--- src/rtl/mmio_ctrl.sv ---
// Memory-mapped I/O controller: splits CPU accesses between external RAM and a small
// register file (output ports, synchronized input ports, change flags, counter, error flag).
module mmio_ctrl #(
    parameter int unsigned DW   = 16,
    parameter int unsigned AW   = 9,
    parameter int unsigned PW   = 8,
    parameter int unsigned NOUT = 2,
    parameter int unsigned NIN  = 2
) (
    input  logic                clk,
    input  logic                reset,
    input  logic [1:0]          mem_cmd,
    input  logic [AW-1:0]       mem_addr,
    input  logic [DW-1:0]       write_data,
    output logic [DW-1:0]       read_data,
    input  logic [DW-1:0]       ram_dout,
    output logic                ram_we,
    output logic [AW-2:0]       ram_addr,
    output logic [DW-1:0]       ram_din,
    input  logic [NIN*PW-1:0]   in_port,
    output logic [NOUT*PW-1:0]  out_port,
    output logic                bus_err
);

    localparam int OW     = AW - 1;
    localparam int OffIn  = 'h40;
    localparam int OffChg = 'h48;
    localparam int OffCnt = 'h50;
    localparam int OffErr = 'h58;

    localparam logic [1:0] MRead  = 2'b01;
    localparam logic [1:0] MWrite = 2'b10;

    logic              rd, wr, io;
    logic [OW-1:0]     off;
    logic              is_out, is_in, is_chg, is_cnt, is_err, mapped;

    logic [NOUT*PW-1:0] out_q, out_d;
    logic [NIN*PW-1:0]  sync1_q, sync2_q, sync3_q;
    logic [NIN-1:0]     chg_q, chg_d, chg_set;
    logic [DW-1:0]      cnt_q, cnt_d;
    logic               err_q, err_d, err_set;

    assign rd  = (mem_cmd == MRead);
    assign wr  = (mem_cmd == MWrite);
    assign io  = mem_addr[AW-1];
    assign off = mem_addr[OW-1:0];

    assign ram_we   = wr & ~io;
    assign ram_addr = mem_addr[AW-2:0];
    assign ram_din  = write_data;
    assign out_port = out_q;
    assign bus_err  = err_q;

    always_comb begin
        is_out = int'(off) < int'(NOUT);
        is_in  = (int'(off) >= OffIn) && (int'(off) < OffIn + int'(NIN));
        is_chg = int'(off) == OffChg;
        is_cnt = int'(off) == OffCnt;
        is_err = int'(off) == OffErr;
        mapped = is_out | is_in | is_chg | is_cnt | is_err;
    end

    always_comb begin
        read_data = '0;
        if (rd) begin
            if (!io) begin
                read_data = ram_dout;
            end else begin
                for (int i = 0; i < int'(NOUT); i++) begin
                    if (int'(off) == i) read_data = DW'(out_q[i*PW +: PW]);
                end
                for (int i = 0; i < int'(NIN); i++) begin
                    if (int'(off) == OffIn + i) read_data = DW'(sync2_q[i*PW +: PW]);
                end
                if (is_chg) read_data = DW'(chg_q);
                if (is_cnt) read_data = cnt_q;
                if (is_err) read_data = DW'(err_q);
            end
        end
    end

    // A port is flagged when any of its bits moved between the last two synchronized samples.
    always_comb begin
        for (int i = 0; i < int'(NIN); i++) begin
            chg_set[i] = sync2_q[i*PW +: PW] != sync3_q[i*PW +: PW];
        end
    end

    always_comb begin
        out_d = out_q;
        for (int i = 0; i < int'(NOUT); i++) begin
            if (wr && io && int'(off) == i) out_d[i*PW +: PW] = write_data[PW-1:0];
        end

        chg_d = chg_q;
        if (wr && io && is_chg) chg_d = chg_q & ~write_data[NIN-1:0];
        chg_d = chg_d | chg_set;

        cnt_d = (wr && io && is_cnt) ? write_data : cnt_q + DW'(1);

        err_set = io & (((rd | wr) & ~mapped) | (wr & is_in));
        err_d   = err_q;
        if (wr && io && is_err && write_data[0]) err_d = 1'b0;
        if (err_set) err_d = 1'b1;
    end

    always_ff @(posedge clk or negedge reset) begin
        if (!reset) begin
            out_q   <= '0;
            sync1_q <= '0;
            sync2_q <= '0;
            sync3_q <= '0;
            chg_q   <= '0;
            cnt_q   <= '0;
            err_q   <= 1'b0;
        end else begin
            out_q   <= out_d;
            sync1_q <= in_port;
            sync2_q <= sync1_q;
            sync3_q <= sync2_q;
            chg_q   <= chg_d;
            cnt_q   <= cnt_d;
            err_q   <= err_d;
        end
    end

endmodule

--- config.mk ---
export PLATFORM = sky130hd
export DESIGN_NAME = mmio_ctrl
export DESIGN_NICKNAME = d
export VERILOG_FILES = /design/src/rtl/mmio_ctrl.sv
export SDC_FILE = /design/constraint.sdc
export NUM_CORES = 1
export LEC_CHECK = 0
export CORE_UTILIZATION = 42
export CTS_CLUSTER_DIAMETER = 200
export DETAILED_ROUTE_END_ITERATION = 7
export GPL_ROUTABILITY_DRIVEN = 0
export GPL_TIMING_DRIVEN = 1
export HOLD_SLACK_MARGIN = 0.12
export PLACE_DENSITY = 0.76
export REMOVE_ABC_BUFFERS = 1
export SETUP_SLACK_MARGIN = 0.2
export SYNTH_ARGS = -nofsm -noshare
export SYNTH_HDL_FRONTEND = slang
export SYNTH_SLANG_ARGS = --single-unit
--- constraint.sdc ---
create_clock -name clk -period 1.8 [get_ports clk]
set_clock_uncertainty 0.2 [all_clocks]
set_input_delay 0.18 -clock clk [delete_from_list [all_inputs] [get_ports clk]]
set_output_delay 0.18 -clock clk [all_outputs]
set_load 0.02 [all_outputs]
==> impl_metrics.env <==
export IMPL_period_share_pct=124
export IMPL_ys_flop_type="dfrtp_1"
export IMPL_cts_tree="yes"
export IMPL_power_uw=4530
export IMPL_insertion_delay_ns=0.35
export IMPL_diodes=0
export IMPL_grt_max_degree=84
export IMPL_die_h_um=98.2
export IMPL_synth_fa_ha_area_share_pct=0.965
export IMPL_yosys_register_bits=83
export IMPL_vias=3622
export IMPL_syn_avg_cell_area_um2=11.9
export IMPL_pwr_density_cell_nw_per_um2=666
export IMPL_muxShareOfSynthArea_pct=9.23
export IMPL_synthSimpleGateAreaFrac_pct=14.5
export IMPL_clock_path_buffers=2
export IMPL_synthCells=328
export IMPL_yosysSeqAreaShare_pct=53.4
export IMPL_synth_edff_count=0
export IMPL_yosysTopAreaCellShare_pct=53.4
export IMPL_wl_per_cell_um=18.9
export IMPL_status="finished with violations"
export IMPL_critPathMaxFanout=2
export IMPL_clock_sinks=83
export IMPL_grt_pass1_vias=3837
export IMPL_finalSetupViolCount=27
export IMPL_ys_async_sr_fraction_pct=100
export IMPL_synth_top_family_by_area="simple AND/OR/NAND/NOR gates"
export IMPL_maxCapViolCount=0
export IMPL_endpoint_kind="output pin"
export IMPL_maxSlewViolCount=0
export IMPL_antenna_found_initial=0
export IMPL_die_x_um=98.2
export IMPL_grt_overflow_total=0
export IMPL_start_util_pct=43.9
export IMPL_synth_xor_area_share_pct=6.08
export IMPL_first_iter_violations=191
export IMPL_instances_no_fill=681
export IMPL_area_growth_pct=75.1
export IMPL_critPathKind="flip-flop to output pin"
export IMPL_ys_types=52
export IMPL_worstMarginPinSlew_ns=0.430
export IMPL_cts_root_buffer="clkbuf_8"
export IMPL_max_freq_ghz=0.450
export IMPL_hold_path_class="flip-flop to flip-flop"
export IMPL_cp_required_ns=1.42
export IMPL_cp_start_kind="flip-flop"
export IMPL_min_period_ns=2.22
export IMPL_nets=632
export IMPL_relSlewSlack_pct=71.3
export IMPL_clk_pin_slew_ns=0.09
export IMPL_vdd_ir_drop_max_v=0.000504
export IMPL_cts_made_buffers=9
export IMPL_dieArea_um2=9650
export IMPL_synth_area_top_cells="dfrtp_1, xnor2_1, mux2_2"
export IMPL_grt_first_pass_wirelength_um=18900
export IMPL_antenna_left=0
export IMPL_dp_slack_ns=-1.03
export IMPL_portBuffers=118
export IMPL_routed_wl_um=12800
export IMPL_grt_setup_unrepaired="true"
export IMPL_row_count=34
export IMPL_leakage_uw=0.00306
export IMPL_io_pins=119
export IMPL_violations="DRC, setup timing"
export IMPL_global_route_usage_total_pct=25.5
export IMPL_hold_viol=0
export IMPL_vias_per_cell=5.32
export IMPL_drt_pass1_iterations=8
export IMPL_dp_final_hpwl_um=7780
export IMPL_ys_warnings_count=0
export IMPL_mostFrequentLayoutCells="buf_4, dfrtp_1, clkdlybuf4s50_1"
export IMPL_core_area_um2=8850
export IMPL_synth_top_area_cell="dfrtp_1"
export IMPL_critPathArrivalTime_ns=1.84
export IMPL_dp_cells=603
export IMPL_drive_above_1_share_pct=45.5
export IMPL_synth_compound_area_share_pct=8.78
export IMPL_drc_errors=6
export IMPL_netlist_area_um2=3890
export IMPL_htree_levels=3
export IMPL_layout_commonest_cell="buf_4"
export IMPL_layout_setup_ws_ns=-0.424
## cells in the mapped netlist, types with 2 or more instances
cell	n
nand3_1	9
a211o_1	2
nand3b_1	3
buf_4	24
mux4_2	7
o21ai_0	5
nand2_1	7
nor3_1	2
a21oi_1	21
xor2_1	2
o311ai_0	2
inv_1	9
a221o_1	6
xnor2_1	25
o41ai_1	3
buf_2	3
nor3b_1	2
or3_1	2
o21a_1	2
dfrtp_1	83
nor2_1	18
mux2_2	17
nor2b_1	25
clkbuf_1	8
nor4b_1	2
nor4_1	3
ha_1	3
nand4_1	9
## cells by family (layout without fill, tap and decap cells)
group,after synthesis,in the layout
flops,83,83
mux,25,25
xor+xnor,27,27
simple gates,94,94
fa+ha+maj,3,3
buf+inv,46,291
compound gates,50,50
## critical path, cell delays in order, from the launching register on
cell	delay, ns
dfrtp_1	0.41
mux4_2	0.47
nor2b_1	0.16
a221o_1	0.31
buf_6	0.15
## worst paths after layout
kind / startpoint / end / slack [ns] / cells past startpoint
max in group asynchronous: reset / cnt_q[11]$_DFF_PN0_ / 0.84 / 3
hold / removal: sync1_q[12]$_DFF_PN0_ / sync2_q[12]$_DFF_PN0_ / 0.15 / 0
setup / recovery: out_port[3]$_DFFE_PN0P_ / read_data[3] / -0.42 / 4
min in group asynchronous: reset / sync3_q[3]$_DFF_PN0_ / 0.19 / 3
setup reg to reg: cnt_q[1]$_DFF_PN0_ / cnt_q[13]$_DFF_PN0_ / -0.02 / 5
hold reg to reg: sync1_q[12]$_DFF_PN0_ / sync2_q[12]$_DFF_PN0_ / 0.15 / 0
## layer usage
layer	vias to the layer above	part of all wire, %	track usage, %
met1	1790	38	30.2
li1	1627	-	-
met5	-	0	0
met3	45	5.1	4.01
met2	160	54	45.3
met4	0	3.4	12.7
## report_power, final
part	internal [uW]	switching (uW)
registers	2010	171
logic	581	472
clock network	540	757
total	3130	1400
## sequential cells by signal, summed over array words and instances (netlist names)
name      cells
bus_err       1
chg_q         2
cnt_q        16
out_port     16
sync1_q      16
sync2_q      16
sync3_q      16
## repair_timing
action                                  in CTS  in global routing
endpoints found under the hold margin       99                  0
gates cloned                                 1                  0
endpoints found under the setup margin      93                 59
resized for setup                          257                 41
pin swaps                                   34                 25
setup buffers                               33                 11
hold buffers                                17                  0
## final cells by class
cell class | count | area, um2
Timing Repair Buffer | 266 | 2420
Sequential cell | 83 | 2090
Fill cell | 507 | 2040
Multi-Input combinational cell | 199 | 1940
Tap cell | 108 | 135
Clock buffer | 9 | 124
Clock inverter | 7 | 66.3
Inverter | 9 | 33.8
## metrics by stage
step	util (%)	TNS, ns	cell area (um2)	hold WS (ns)
final	77.0	-4.16	6810	0.153
after global routing	77.0	-5.32	6810	0.162
after CTS	74.7	-2.99	6610	0.155
after detailed placement	63.9	-33.44	5660	0.0398
after global placement	63.9	-30.94	5660	0.0347
after floorplan	-	-2.77	3650	-0.316
Power figures use the tool's default switching activity.
